<file path="config.mk">
export PLATFORM = sky130hd
export DESIGN_NAME = uart_mem_dump
export DESIGN_NICKNAME = d
export VERILOG_FILES = /design/src/rtl/uart_pkg.sv /design/src/rtl/uart_tx_byte.sv /design/src/rtl/uart_mem_dump.sv
export SDC_FILE = /design/constraint.sdc
export NUM_CORES = 1
export LEC_CHECK = 0
export ABC_AREA = 1
export BUFFER_PORTS_ARGS = -buffer_cell sky130_fd_sc_hd__buf_4
export CORE_MARGIN = 5
export CORE_UTILIZATION = 57
export DETAILED_ROUTE_END_ITERATION = 10
export PLACE_DENSITY = 0.81
export REMOVE_ABC_BUFFERS = 1
export SLEW_MARGIN = 20
export SYNTH_ARGS = -nofsm -noshare
export SYNTH_HDL_FRONTEND = slang
export SYNTH_HIERARCHICAL = 1
export SYNTH_SLANG_ARGS = --single-unit
</file>
<file path="constraint.sdc">
create_clock -name clk -period 3.14 [get_ports clk]
set_clock_uncertainty 0.05 [all_clocks]
set_input_delay 0.471 -clock clk [delete_from_list [all_inputs] [get_ports clk]]
set_output_delay 0.471 -clock clk [all_outputs]
set_load 0.05 [all_outputs]
</file>
<file path="src/rtl/uart_pkg.sv">
// Shared UART frame constants and the memory-dump FSM state encoding.
// The CSUM state and byte-sum helper exist only with UART_DUMP_CHECKSUM_EN defined.
package uart_pkg;

  localparam logic UART_START_BIT  = 1'b0;
  localparam logic UART_STOP_BIT   = 1'b1;
  localparam int   UART_FRAME_BITS = 10;

`ifdef UART_DUMP_CHECKSUM_EN
  typedef enum logic [2:0] {IDLE, READ, WAIT, LOAD, SEND, NEXT, CSUM} dump_state_t;

  // Modulo-256 sum of the four bytes of a memory word
  function automatic logic [7:0] word_byte_sum(input logic [31:0] w);
    return w[7:0] + w[15:8] + w[23:16] + w[31:24];
  endfunction
`else
  typedef enum logic [2:0] {IDLE, READ, WAIT, LOAD, SEND, NEXT} dump_state_t;
`endif

endpackage

</file>
<file path="src/rtl/uart_tx_byte.sv">
// 8N1 byte serialiser with a valid/ready handshake; ready also rises in the last
// stop-bit cycle so a following byte can start with no idle gap. BAUD_DIV >= 2.
module uart_tx_byte
  import uart_pkg::*;
#(
  parameter int BAUD_DIV = 87
) (
  input  logic       clk,
  input  logic       rst_n,
  input  logic       valid,
  output logic       ready,
  input  logic [7:0] data,
  output logic       tx
);

  localparam int CNT_W = $clog2(BAUD_DIV);
  localparam logic [CNT_W-1:0] BAUD_LAST = CNT_W'(BAUD_DIV - 1);
  localparam logic [3:0] BIT_LAST = 4'(UART_FRAME_BITS - 1);
  localparam logic [3:0] BIT_LAST_DATA = 4'(UART_FRAME_BITS - 2);

  logic             active;
  logic [CNT_W-1:0] baud_cnt;
  logic [3:0]       bit_cnt;
  logic [7:0]       shift;
  logic             last_cycle;

  assign last_cycle = active && (baud_cnt == BAUD_LAST) && (bit_cnt == BIT_LAST);
  assign ready      = !active || last_cycle;

  // The line level for the next bit is registered at the end of the current one
  always_ff @(posedge clk or negedge rst_n) begin
    if (!rst_n) begin
      active   <= 1'b0;
      baud_cnt <= '0;
      bit_cnt  <= '0;
      shift    <= '0;
      tx       <= UART_STOP_BIT;
    end else if (valid && ready) begin
      active   <= 1'b1;
      baud_cnt <= '0;
      bit_cnt  <= '0;
      shift    <= data;
      tx       <= UART_START_BIT;
    end else if (active) begin
      if (baud_cnt == BAUD_LAST) begin
        baud_cnt <= '0;
        if (bit_cnt == BIT_LAST) begin
          active  <= 1'b0;
          bit_cnt <= '0;
        end else begin
          bit_cnt <= bit_cnt + 4'd1;
          if (bit_cnt == BIT_LAST_DATA) begin
            tx <= UART_STOP_BIT;
          end else begin
            tx    <= shift[0];
            shift <= shift >> 1;
          end
        end
      end else begin
        baud_cnt <= baud_cnt + CNT_W'(1);
      end
    end
  end

endmodule

</file>
<file path="src/rtl/uart_mem_dump.sv">
// Reads consecutive 32-bit words from a synchronous RAM and sends each LSB-first
// over an 8N1 UART; UART_DUMP_CHECKSUM_EN appends a modulo-256 byte-sum frame.
module uart_mem_dump
  import uart_pkg::*;
#(
  parameter int BAUD_DIV = 87,
  parameter int ADDR_W   = 14
) (
  input  logic              clk,
  input  logic              rst,
  input  logic              start_i,
  input  logic [ADDR_W-1:0] base_adr_i,
  input  logic [ADDR_W:0]   word_cnt_i,
  output logic              mem_rd_o,
  output logic [ADDR_W-1:0] mem_adr_o,
  input  logic [31:0]       mem_dat_i,
  output logic              uart_tx_o,
  output logic              busy_o,
  output logic              done_o
);

  dump_state_t       state, state_nxt;
  logic [ADDR_W-1:0] addr;
  logic [ADDR_W:0]   remain;
  logic [23:0]       word_hi;
  logic [1:0]        byte_idx;
  logic              done_q, done_nxt;
  logic              tx_valid, tx_ready;
  logic [7:0]        tx_data;
  logic              last_word;
`ifdef UART_DUMP_CHECKSUM_EN
  logic [7:0]        csum;
`endif

  assign last_word = (remain == (ADDR_W + 1)'(1));
  assign mem_rd_o  = (state == READ);
  assign mem_adr_o = addr;
  assign busy_o    = (state != IDLE);
  assign done_o    = done_q;

  uart_tx_byte #(.BAUD_DIV(BAUD_DIV)) u_tx (
    .clk   (clk),
    .rst_n (rst),
    .valid (tx_valid),
    .ready (tx_ready),
    .data  (tx_data),
    .tx    (uart_tx_o)
  );

  always_ff @(posedge clk or negedge rst) begin
    if (!rst) begin
      state  <= IDLE;
      done_q <= 1'b0;
    end else begin
      state  <= state_nxt;
      done_q <= done_nxt;
    end
  end

  // The first byte of a word is handed over in WAIT straight from the RAM output
  always_comb begin
    state_nxt = state;
    done_nxt  = 1'b0;
    tx_valid  = 1'b0;
    tx_data   = word_hi[7:0];
    case (state)
      IDLE: begin
        if (start_i) begin
          if (word_cnt_i != '0) state_nxt = READ;
          else                  done_nxt  = 1'b1;
        end
      end
      READ: state_nxt = WAIT;
      WAIT: begin
        tx_valid  = 1'b1;
        tx_data   = mem_dat_i[7:0];
        state_nxt = LOAD;
      end
      LOAD: state_nxt = SEND;
      SEND: begin
        if (tx_ready) begin
          if (byte_idx != 2'd3) begin
            tx_valid = 1'b1;
          end else if (!last_word) begin
            state_nxt = NEXT;
          end else begin
`ifdef UART_DUMP_CHECKSUM_EN
            tx_valid  = 1'b1;
            tx_data   = csum;
            state_nxt = CSUM;
`else
            state_nxt = IDLE;
            done_nxt  = 1'b1;
`endif
          end
        end
      end
      NEXT: state_nxt = READ;
`ifdef UART_DUMP_CHECKSUM_EN
      CSUM: begin
        if (tx_ready) begin
          state_nxt = IDLE;
          done_nxt  = 1'b1;
        end
      end
`endif
      default: state_nxt = IDLE;
    endcase
  end

  always_ff @(posedge clk or negedge rst) begin
    if (!rst) begin
      addr     <= '0;
      remain   <= '0;
      word_hi  <= '0;
      byte_idx <= '0;
`ifdef UART_DUMP_CHECKSUM_EN
      csum     <= '0;
`endif
    end else begin
      if (state == IDLE && start_i) begin
        addr   <= base_adr_i;
        remain <= word_cnt_i;
`ifdef UART_DUMP_CHECKSUM_EN
        csum   <= '0;
`endif
      end
      if (state == WAIT) begin
        word_hi  <= mem_dat_i[31:8];
        byte_idx <= '0;
`ifdef UART_DUMP_CHECKSUM_EN
        csum     <= csum + word_byte_sum(mem_dat_i);
`endif
      end
      if (state == SEND && tx_valid) begin
        word_hi  <= word_hi >> 8;
        byte_idx <= byte_idx + 2'd1;
      end
      if (state == NEXT) begin
        addr   <= addr + ADDR_W'(1);
        remain <= remain - (ADDR_W + 1)'(1);
      end
    end
  end

endmodule
</file>
==> impl_results.md, run 1 <==
* Post-synth EDFFs at 0
* Clk_lat worst skew at 360 ps
* Synth Area in Compound Gates at 0.0992
* CP required at 3350 ps
* Die Wd at 101 um
* Wire per inst at 13.4 um
* Root Buffer Master: clkbuf_8
* First-pass GRT wire length at 19.2 mm
* Grt total ovfl at 0
* CTS tree: done
* Top-area cell type share of the netlist area at 0.418
* Gr usage total at 0.233
* Arrival time worst endpoint at 2820 ps
* Setup Viol. Count Final at 0
* Yosys synthesis warning count at 6
* P per Cell Area at 963 nW/um^2
* Core Area at 8130 sq um
* Antenna violations before repair at 0
* Startpoint Class: flip-flop
* Outcome: completed
* Fin worst setup slack at 529 ps
* Max-slew headroom at 0.495
* Main combinational cell family by area after synthesis: simple AND/OR/NAND/NOR gates
* Register bit total from synthesis at 80
* Vias in the first global route at 4352
* Clk pin slew, worst setup/hold paths at 90 ps
* CP cell instances: inv_1, ha_1, nand3_2, o21ai_2, nand3_4, nand2_2, nor2_2, a21oi_2, nand2_2, nand2_1, nand2_1
* # port buffers at 81
* Max Freq at 0.383 GHz
* CTS max path bufs at 2
* Area leader, netlist: dfrtp_1
* Routed vias/inst at 5.29
* Top-Level Pins at 82
* Crit Path Class: flip-flop to flip-flop
* Post-synthesis simple-gate area fraction at 0.365
* Initial Utilization at 0.581
* Filler cell count at 669
* Inserted Clock Buffers at 9
* Xor/xnor share of the synthesized area at 0.00556
* Post-DRT Antenna Nets at 0
* Worst-Margin Slew at 757 ps
* Hold Path Class: input port to async pin
* Worst path top cell family by delay: simple AND/OR/NAND/NOR gates
* Clk sinks at 80
* H-tree depth at 3
* Cell with the most instances after synthesis: nand2_1
* Multiplexer share of the synthesized area at 0
* Post-synth ARST share at 1.00
* Vias at 4398
* Final Hold Vio Count at 0
* Final Core Density at 0.686
* RSZ-0062 raised after global routing: no
* Top_reg_cell synth: dfrtp_1
* Worst Path Max Fanout at 11
* Element type at the critical path end: flip-flop
* Crit path max-delay cell type: a21oi_2
* Total wire length at 11.1 mm
* Fin nets at 795
* Die Span Y at 101 um
* Post-CTS Setup Repair Bufs at 0
* DRT iter0 DRCs at 198
* Fin crit period at 2610 ps
* DP Wirelength at 8.09 mm
* WP buf/inv at 1
* Synth cell types at 36
* Mapped cell area at 4730 sq um
* Area contributors post-synth: dfrtp_1 42%, nand2_1 18%, nor2_1 5.6%, nand3_1 5.3%, inv_1 4.3%
* Setup WS pre-CTS at 644 ps
* Largest stage delay, worst path at 440 ps
* Max Cap Viol at 0
* Pleak at 2.75 nW
* Die ar. at 10200 sq um
* Post-synth top cells: 231 x nand2_1, 79 x dfrtp_1, 70 x nor2_1
* Synthesis-to-layout area growth at 18.0%
* Register area share after synthesis at 0.424
* Peak supply drop at 0.000606 V
* Routability congestion estimate at 0.841
* Initial DRT Pass Iterations at 5
* # rows at 33
* Post-synthesis adder-cell area fraction at 0.0238
* Post-cts sizing count at 0
* DRC at 0
* Synthesized instance count at 646
* Layout cell share with drive strength beyond 1 at 0.187
* Slew Viols, Final at 0
* Total negative slack at 0 ps
* Ant. Diodes at 0
* Period Utilization, post-route at 0.832
* Syn_area_per_cell at 7.32 sq um
* Maximum number of pins on one net before global-route repair at 81
* Hold-fix buffers, CTS at 0
[layout make-up]
type                    count  area [sq um]  share of cell area
well taps                 105           131              0.0235
repair buffers             84           634               0.114
clock inverters             7           111              0.0200
inverters                  64           241              0.0433
clock buffers               9           124              0.0222
multi-input cells         483          2340               0.419
flip-flops and latches     80          2000               0.359
[cells in the final DEF (no fill, tap or decap), types with 4 or more instances in the layout]
master,count
nor3_1,6
buf_4,83
o22ai_1,5
ha_1,9
nor2_2,4
nand4_1,14
clkbuf_8,9
o211ai_1,17
a21oi_1,10
inv_1,54
nand2_1,231
o21ai_1,5
nor2_1,70
inv_2,9
nand2_2,4
dfrtp_1,79
nand3_1,50
o21ai_0,30
o21a_1,4
[state kept, by name (all words and copies together), names as in the netlist]
register / flops
done_o: 1
u_tx/bit_cnt: 4
byte_idx: 2
u_tx/baud_cnt: 7
state: 3
mem_adr_o: 14
word_hi: 24
remain: 15
u_tx/active: 1
u_tx/shift: 8
u_tx/tx: 1
[cells by family (layout without fill, tap and decap cells)]
| kind of cell | Yosys count | count (layout) |
|---|---|---|
| simple gates | 394 | 394 |
| fa+ha+maj | 9 | 9 |
| buf+inv | 83 | 164 |
| compound gates | 77 | 77 |
| xor+xnor | 3 | 3 |
| flops | 80 | 80 |
[worst register-to-register path, cell delays in order, from the launching register on]
cell	delay [ps]
dfrtp_1	410
inv_1	100
ha_1	180
nand3_2	180
o21ai_2	370
nand3_4	190
nand2_2	120
nor2_2	80
a21oi_2	440
nand2_2	220
nand2_1	110
nand2_1	60
[stage by stage]
step / instance area [sq um] / std cells / power (mW) / hold slack [ps]
detailed placement: 5340 / 816 / 4.48 / 416
floorplan: 4580 / 627 / 3.72 / 125
global placement: 5340 / 816 / 4.36 / 404
global route: 5580 / 832 / 5.81 / 157
finish: 5580 / 832 / 5.37 / 99.9
CTS: 5580 / 832 / 5.40 / 252
[report_power, final]
part           total (mW)  internal [mW]  switching [mW]
registers            1.92           1.51           0.417
logic                2.56          0.833            1.72
clock network       0.893          0.464           0.428
total                5.37           2.81            2.57
[per-layer routing]
metal	wire length (um)	track usage	vias to the layer above
met3	696	0.0484	19
met1	4890	0.299	2030
met2	5400	0.395	122
li1	-	-	2227
met5	0	0	-
met4	154	0.0695	0
[worst paths after layout]
check | from | end | slack (ps) | cells after the start
max | u_tx/bit_cnt[1]$_DFFE_PN0P_ | u_tx/shift[4]$_DFFE_PN0P_ | 530 | 11
min | rst | remain[7]$_DFFE_PN0P_ | 100 | 1
max reg2reg | u_tx/bit_cnt[1]$_DFFE_PN0P_ | u_tx/shift[4]$_DFFE_PN0P_ | 530 | 11
min reg2reg | u_tx/tx$_DFFE_PN1P_ | u_tx/tx$_DFFE_PN1P_ | 420 | 2
max in group asynchronous | rst | state[2]$_DFFE_PN0P_ | 2460 | 1
min in group clk | base_adr_i[7] | mem_adr_o[7]$_DFFE_PN0P_ | 260 | 3
(Power assumes the default switching activity.)
==> run 2: changes to the inputs <==
Clock period 3.14 ns to 2.5 ns, I/O delays scaled along.
==> run 2 against run 1 <==
Count of clock-buffer cells in the layout is the same. Largest cell class unchanged. Non-clock buffer count rose by 9. Final cell count increased by 1.1%. Critical path type unchanged. Fmax rose by 15%. Sequential cell count is the same. Via count up 0.20%. Global-route usage shrank 1.4 points. Hold slack improved by 68 ps. Register-to-register slack lost 290 ps.
==> impl_results.md, run 2 (synthesis results as in run 1) <==
* Pleak at 2.80 nW (+1.7%)
* Fin crit period at 2260 ps (-347 ps)
* P per Cell Area at 1190 nW/um^2 (+24%)
* Post-route cell area at 5670 sq um (+1.6%)
* Vias at 4407 (+0.20%)
* Most frequent cells in the layout: 231 x nand2_1, 90 x buf_4, 79 x dfrtp_1, 70 x nor2_1, 54 x inv_1
* Hold Crit Depth at 3
* H-tree depth at 3 (unchanged)
* Die Wd at 101 um (unchanged)
* Commonest non-fill, non-tap cell in the layout: nand2_1
* Worst Hold End: mem_adr_o[7]$_DFFE_PN0P_
* Arrival time worst endpoint at 2470 ps (-350 ps)
* Max Freq at 0.442 GHz (+15%)
* Worst Path Max Fanout at 19 (+8)
* First-pass GRT wire length at 18.3 mm (-4.3%)
* Die Span Y at 101 um (unchanged)
* CP required at 2710 ps (-640 ps)
* Peak supply drop at 0.000910 V (+50%)
* Fin nets at 804 (+1.1%)
* Max reg flops at 24 (unchanged)
* Hold Path Class: input port to flip-flop
* RSZ-0062 raised after global routing: no
* Worst-Margin Slew at 681 ps (-75.5 ps)
* DRT iter0 DRCs at 180 (-9.1%)
* Crit Path Class: flip-flop to flip-flop
* Inserted Clock Buffers at 9 (unchanged)
* Core Area at 8130 sq um (unchanged)
* Max-slew headroom at 0.545 (+0.0504)
* Worst R2R Path Depth at 13 (+2)
* Most flops, register: word_hi
* Clk_lat worst skew at 350 ps (about the same)
* # rows at 33 (unchanged)
* Startpoint Class: flip-flop
* Internal reg-to-reg setup slack at 240 ps (-290 ps)
* Slew Viols, Final at 0 (unchanged)
* Period Utilization, post-route at 0.906 (+0.0740)
* Post-Layout Cell Count at 841 (+1.1%)
* Placed Instance Area at 5400 sq um (+1.1%)
* Grt total ovfl at 0 (unchanged)
* CTS max path bufs at 2 (unchanged)
* Maximum number of pins on one net before global-route repair at 40 (-51%)
* Layout cell share with drive strength beyond 1 at 0.196 (+0.00858)
* Final Hold Vio Count at 0 (unchanged)
* Vias in the first global route at 4198 (-3.5%)
* Setup Viol. Count Final at 0 (unchanged)
* Cells after DPL at 822 (+0.74%)
* DRC at 0 (unchanged)
* Synthesis-to-layout area growth at 19.9%
* Worst R2R Start: u_tx/bit_cnt[1]$_DFFE_PN0P_
* Top-Level Pins at 82 (unchanged)
* Total negative slack at 0 ps (unchanged)
* Element type at the critical path end: flip-flop
* Ant. Diodes at 0 (unchanged)
* Antenna violations before repair at 0 (unchanged)
* # port buffers at 81 (unchanged)
* Post-DRT Antenna Nets at 0 (unchanged)
* Outcome: completed
* Pwr Total at 6.76 mW (+26%)
* R2r endpoint: u_tx/shift[4]$_DFFE_PN0P_
* Clk pin slew, worst setup/hold paths at 90 ps (about the same)
* Total wire length at 10.8 mm (-3.2%)
* Wire per inst at 12.8 um (-4.3%)
* Gr usage total at 0.219 (-0.0138)
* Routability congestion estimate at 0.863 (+2.6%)
* Initial Utilization at 0.581 (unchanged)
* HP Start: base_adr_i[7]
* Initial DRT Pass Iterations at 5 (unchanged)
* Clk sinks at 80 (unchanged)
* DP Wirelength at 7.99 mm (-1.2%)
* Routed vias/inst at 5.24 (-0.87%)
* CTS tree: done
* Die ar. at 10200 sq um (unchanged)
* Root Buffer Master: clkbuf_8
* Max Cap Viol at 0 (unchanged)
## run 2: stage by stage
stage               hold slack, ps  worst slack [ps]  utilization
finish                         167               236        0.697
global route                   162              23.8        0.697
CTS                            159               124        0.694
detailed placement             339               129        0.664
global placement               334               278        0.664
floorplan                     29.4               140            -
## run 2: final cells by class
cell class / instances / area (sq um)
well taps: 105 / 131
clock buffers: 9 / 124
clock inverters: 7 / 111
multi-input cells: 483 / 2340
fillers: 674 / 2460
repair buffers: 93 / 717
inverters: 64 / 241
flip-flops and latches: 80 / 2000
## run 2: per-layer routing
layer  part of all wire  track usage  vias up
met5                  0            0        -
met4              0.012       0.0552        0
met3              0.054       0.0367       12
met2               0.48        0.352      118
met1               0.46        0.309     2027
li1                   -            -     2250
## run 2: worst max path at each step
stage	depth (start not counted)	slack, ps	startpoint	end
after floorplan	13	140	u_tx/baud_cnt[0]$_DFFE_PN0P_	u_tx/shift[0]$_DFFE_PN0P_
after detailed placement	12	130	u_tx/bit_cnt[1]$_DFFE_PN0P_	u_tx/shift[2]$_DFFE_PN0P_
after global placement	14	280	u_tx/baud_cnt[0]$_DFFE_PN0P_	u_tx/shift[1]$_DFFE_PN0P_
after CTS	12	120	u_tx/bit_cnt[1]$_DFFE_PN0P_	u_tx/shift[4]$_DFFE_PN0P_
after global routing	13	20	u_tx/bit_cnt[1]$_DFFE_PN0P_	u_tx/shift[0]$_DFFE_PN0P_
final	13	240	u_tx/bit_cnt[1]$_DFFE_PN0P_	u_tx/shift[4]$_DFFE_PN0P_
## run 2: power by group
part	internal (mW)	switching (mW)
clock network	0.583	0.531
registers	1.89	0.517
logic	1.09	2.14
## run 2: timing repair
item,CTS,global route
setup endpoints to repair,0,8
buffers inserted,0,2
hold buffers,1,0
hold endpoints to repair,36,0
gates resized for setup,0,2
## run 2: critical path: stages, from the launching register on
cell	delay [ps]
dfrtp_1	400
inv_1	100
ha_1	170
nand3_2	190
o21ai_4	240
nand3_4	150
nand2_2	120
buf_6	190
nand3_4	160
buf_4	190
nand2_1	50
nand2_1	40
nand2_1	60
nand2_1	50
==> run 3: changes to the inputs <==
--- a/config.mk
+++ b/config.mk
@@ -10,5 +10,4 @@
 export CORE_MARGIN = 5
-export CORE_UTILIZATION = 57
+export CORE_UTILIZATION = 28
 export DETAILED_ROUTE_END_ITERATION = 10
-export PLACE_DENSITY = 0.81
 export REMOVE_ABC_BUFFERS = 1
==> constraint.sdc (replaced) <==
create_clock -name clk -period 2.5 [get_ports clk]
set_clock_uncertainty 0.05 [all_clocks]
set_input_delay 0.625 -clock clk [delete_from_list [all_inputs] [get_ports clk]]
set_output_delay 0.625 -clock clk [all_outputs]
set_load 0.05 [all_outputs]
==> run 3 against run 2 <==
Global-route usage down 9.0 points. Fmax up 0.84%. Largest cell class unchanged. Non-clock buffer count down 2.
==> impl_results.md, run 3 (synthesis results as in run 1) <==
* Outcome: completed
* Post-CTS Setup Repair Bufs at 0 (unchanged)
* P per Cell Area at 1180 nW/um^2 (-0.53%)
* Most frequent cells in the layout: 231 x nand2_1, 90 x buf_4, 79 x dfrtp_1, 70 x nor2_1, 54 x inv_1
* Fin worst setup slack at 255 ps (+18.9 ps)
* Placed Instance Area at 5550 sq um (+2.8%)
* Clk sinks at 80 (unchanged)
* Worst-Margin Slew at 549 ps (-132 ps)
* Multi-input logic area at 2340 sq um (-0.11%)
* Worst R2R Start: u_tx/baud_cnt[0]$_DFFE_PN0P_
* Total wire length at 12.4 mm (+15%)
* Commonest non-fill, non-tap cell in the layout: nand2_1
* Routability congestion estimate at 0.824 (-4.5%)
* Clk pin slew, worst setup/hold paths at 60 ps (-30 ps)
* # port buffers at 81 (unchanged)
* # rows at 47 (+42%)
* Period Utilization, post-route at 0.898 (-0.00757)
* WP buf/inv at 3 (unchanged)
* Die ar. at 19600 sq um (+92%)
* DRC at 0 (unchanged)
* Post-DRT Antenna Nets at 0 (unchanged)
* Post-cts sizing count at 0 (unchanged)
* DRT iter0 DRCs at 212 (+18%)
* Wire per inst at 13.0 um (+1.3%)
* CTS tree: done
* Switching power at 3.21 mW (+0.57%)
* Element type at the critical path end: flip-flop
* Setup Viol. Count Final at 0 (unchanged)
* Setup WS pre-CTS at 186 ps (+57.2 ps)
* Antenna violations before repair at 0 (unchanged)
* Grt total ovfl at 0 (unchanged)
* CP required at 2680 ps (-30 ps)
* Hold Path Class: input port to async pin
* Hold_ws at 206 ps (+38.7 ps)
* Post-route cell area at 5830 sq um (+2.8%)
* Largest stage delay, worst path at 410 ps (about the same)
* Startpoint Class: flip-flop
* Fin crit period at 2250 ps (-18.9 ps)
* Maximum number of pins on one net before global-route repair at 45 (+13%)
* Crit path max-delay cell type: dfrtp_1
* Vias in the first global route at 4272 (+1.8%)
* Pint at 3.70 mW (+3.8%)
* First-pass GRT wire length at 20.7 mm (+13%)
* Max reg flops at 24 (unchanged)
* Ant. Diodes at 0 (unchanged)
* Die Span Y at 140 um (+38%)
* Max Cap Viol at 0 (unchanged)
* Crit Path Class: flip-flop to flip-flop
* Filler cell count at 1780 (+160%)
* Core Area at 16600 sq um (+100%)
* Most flops, register: word_hi
* Hold-fix buffers, CTS at 0 (-1)
* DP Wirelength at 9.15 mm (+14%)
* Logic pwr share at 0.469 (-0.009)
* Max-slew headroom at 0.634 (+0.0884)
* Final Hold Vio Count at 0 (unchanged)
* Vias at 4313 (-2.1%)
* Initial Utilization at 0.285 (-0.296)
* CP cell instances: inv_1, ha_1, nand2_1, inv_1, nand3_4, o21ai_2, nand3_4, nand2_4, nor2_2, a21oi_2, buf_4, nand3_1, nand2_1, nor2_1
* Slew Viols, Final at 0 (unchanged)
* Worst path top cell family by delay: simple AND/OR/NAND/NOR gates
* Gr usage total at 0.129 (-0.0900)
* Share of power burned in registers at 0.351 (-0.006)
* Total negative slack at 0 ps (unchanged)
* Switching fraction of total power at 0.464 (-0.00781)
* Pleak at 2.81 nW (+0.26%)
* H-tree depth at 3 (unchanged)
* CP Launch Point: u_tx/baud_cnt[0]$_DFFE_PN0P_
* Layout cell share with drive strength beyond 1 at 0.192 (-0.00329)
* Inserted Clock Buffers at 9 (unchanged)
* Worst Path Max Fanout at 10 (-9)
* Max Freq at 0.445 GHz (+0.84%)
* Part of the power in the clock network at 0.180 (+0.015)
* Root Buffer Master: clkbuf_16
* Top-Level Pins at 82 (unchanged)
* Initial DRT Pass Iterations at 4 (-1)
* Pwr Total at 6.91 mW (+2.3%)
* RSZ-0062 raised after global routing: no
* Routed vias/inst at 4.53 (-14%)
* CTS max path bufs at 2 (unchanged)
* Fin nets at 802 (-0.25%)
* Clk_lat worst skew at 340 ps (about the same)
* Sequential cell area at 2000 sq um (unchanged)
* Synthesis-to-layout area growth at 23.3%
* Arrival time worst endpoint at 2420 ps (-50 ps)
* Die Wd at 140 um (+38%)
* Peak supply drop at 0.000533 V (-41%)
## run 3: final cells by class
type | instances | area share
Multi-Input combinational cell | 483 | 0.402
Tap cell | 220 | 0.0472
Sequential cell | 80 | 0.344
Inverter | 64 | 0.0414
Timing Repair Buffer | 91 | 0.119
Clock buffer | 12 | 0.0440
Clock inverter | 3 | 0.00300
## run 3: power groups by stage
stage          registers, mW  clock network (mW)  logic, mW
2_1_floorplan           2.70                   0       1.96
3_3_place_gp            2.42                   0       3.21
3_5_place_dp            2.43                   0       3.26
4_1_cts                 2.42                1.28       3.28
5_1_grt                 2.51                1.34       3.67
6_report                2.43                1.24       3.24
## run 3: path summary, 6_finish.rpt
check,end,slack [ps],depth (start not counted)
hold reg to reg,u_tx/tx$_DFFE_PN1P_,410,2
min in group clk,u_tx/tx$_DFFE_PN1P_,410,2
hold / removal,word_hi[2]$_DFFE_PN0P_,210,1
setup / recovery,u_tx/bit_cnt[2]$_DFFE_PN0P_,250,14
max in group asynchronous,u_tx/baud_cnt[3]$_DFFE_PN0P_,1570,2
setup reg to reg,u_tx/bit_cnt[2]$_DFFE_PN0P_,250,14
## run 3: per-stage QoR
stage / instances / utilization
after floorplan: 627 / -
after global placement: 938 / 0.335
after detailed placement: 938 / 0.335
after CTS: 953 / 0.351
after global routing: 953 / 0.352
final: 953 / 0.352
## run 3: metal layers
layer,wire [um],up-vias,global-route usage,part of all wire
met1,5870,1989,0.172,0.47
met2,5900,68,0.208,0.48
met5,0,-,0,0
met3,406,12,0.0232,0.033
met4,208,0,0.0510,0.017
li1,-,2244,-,-
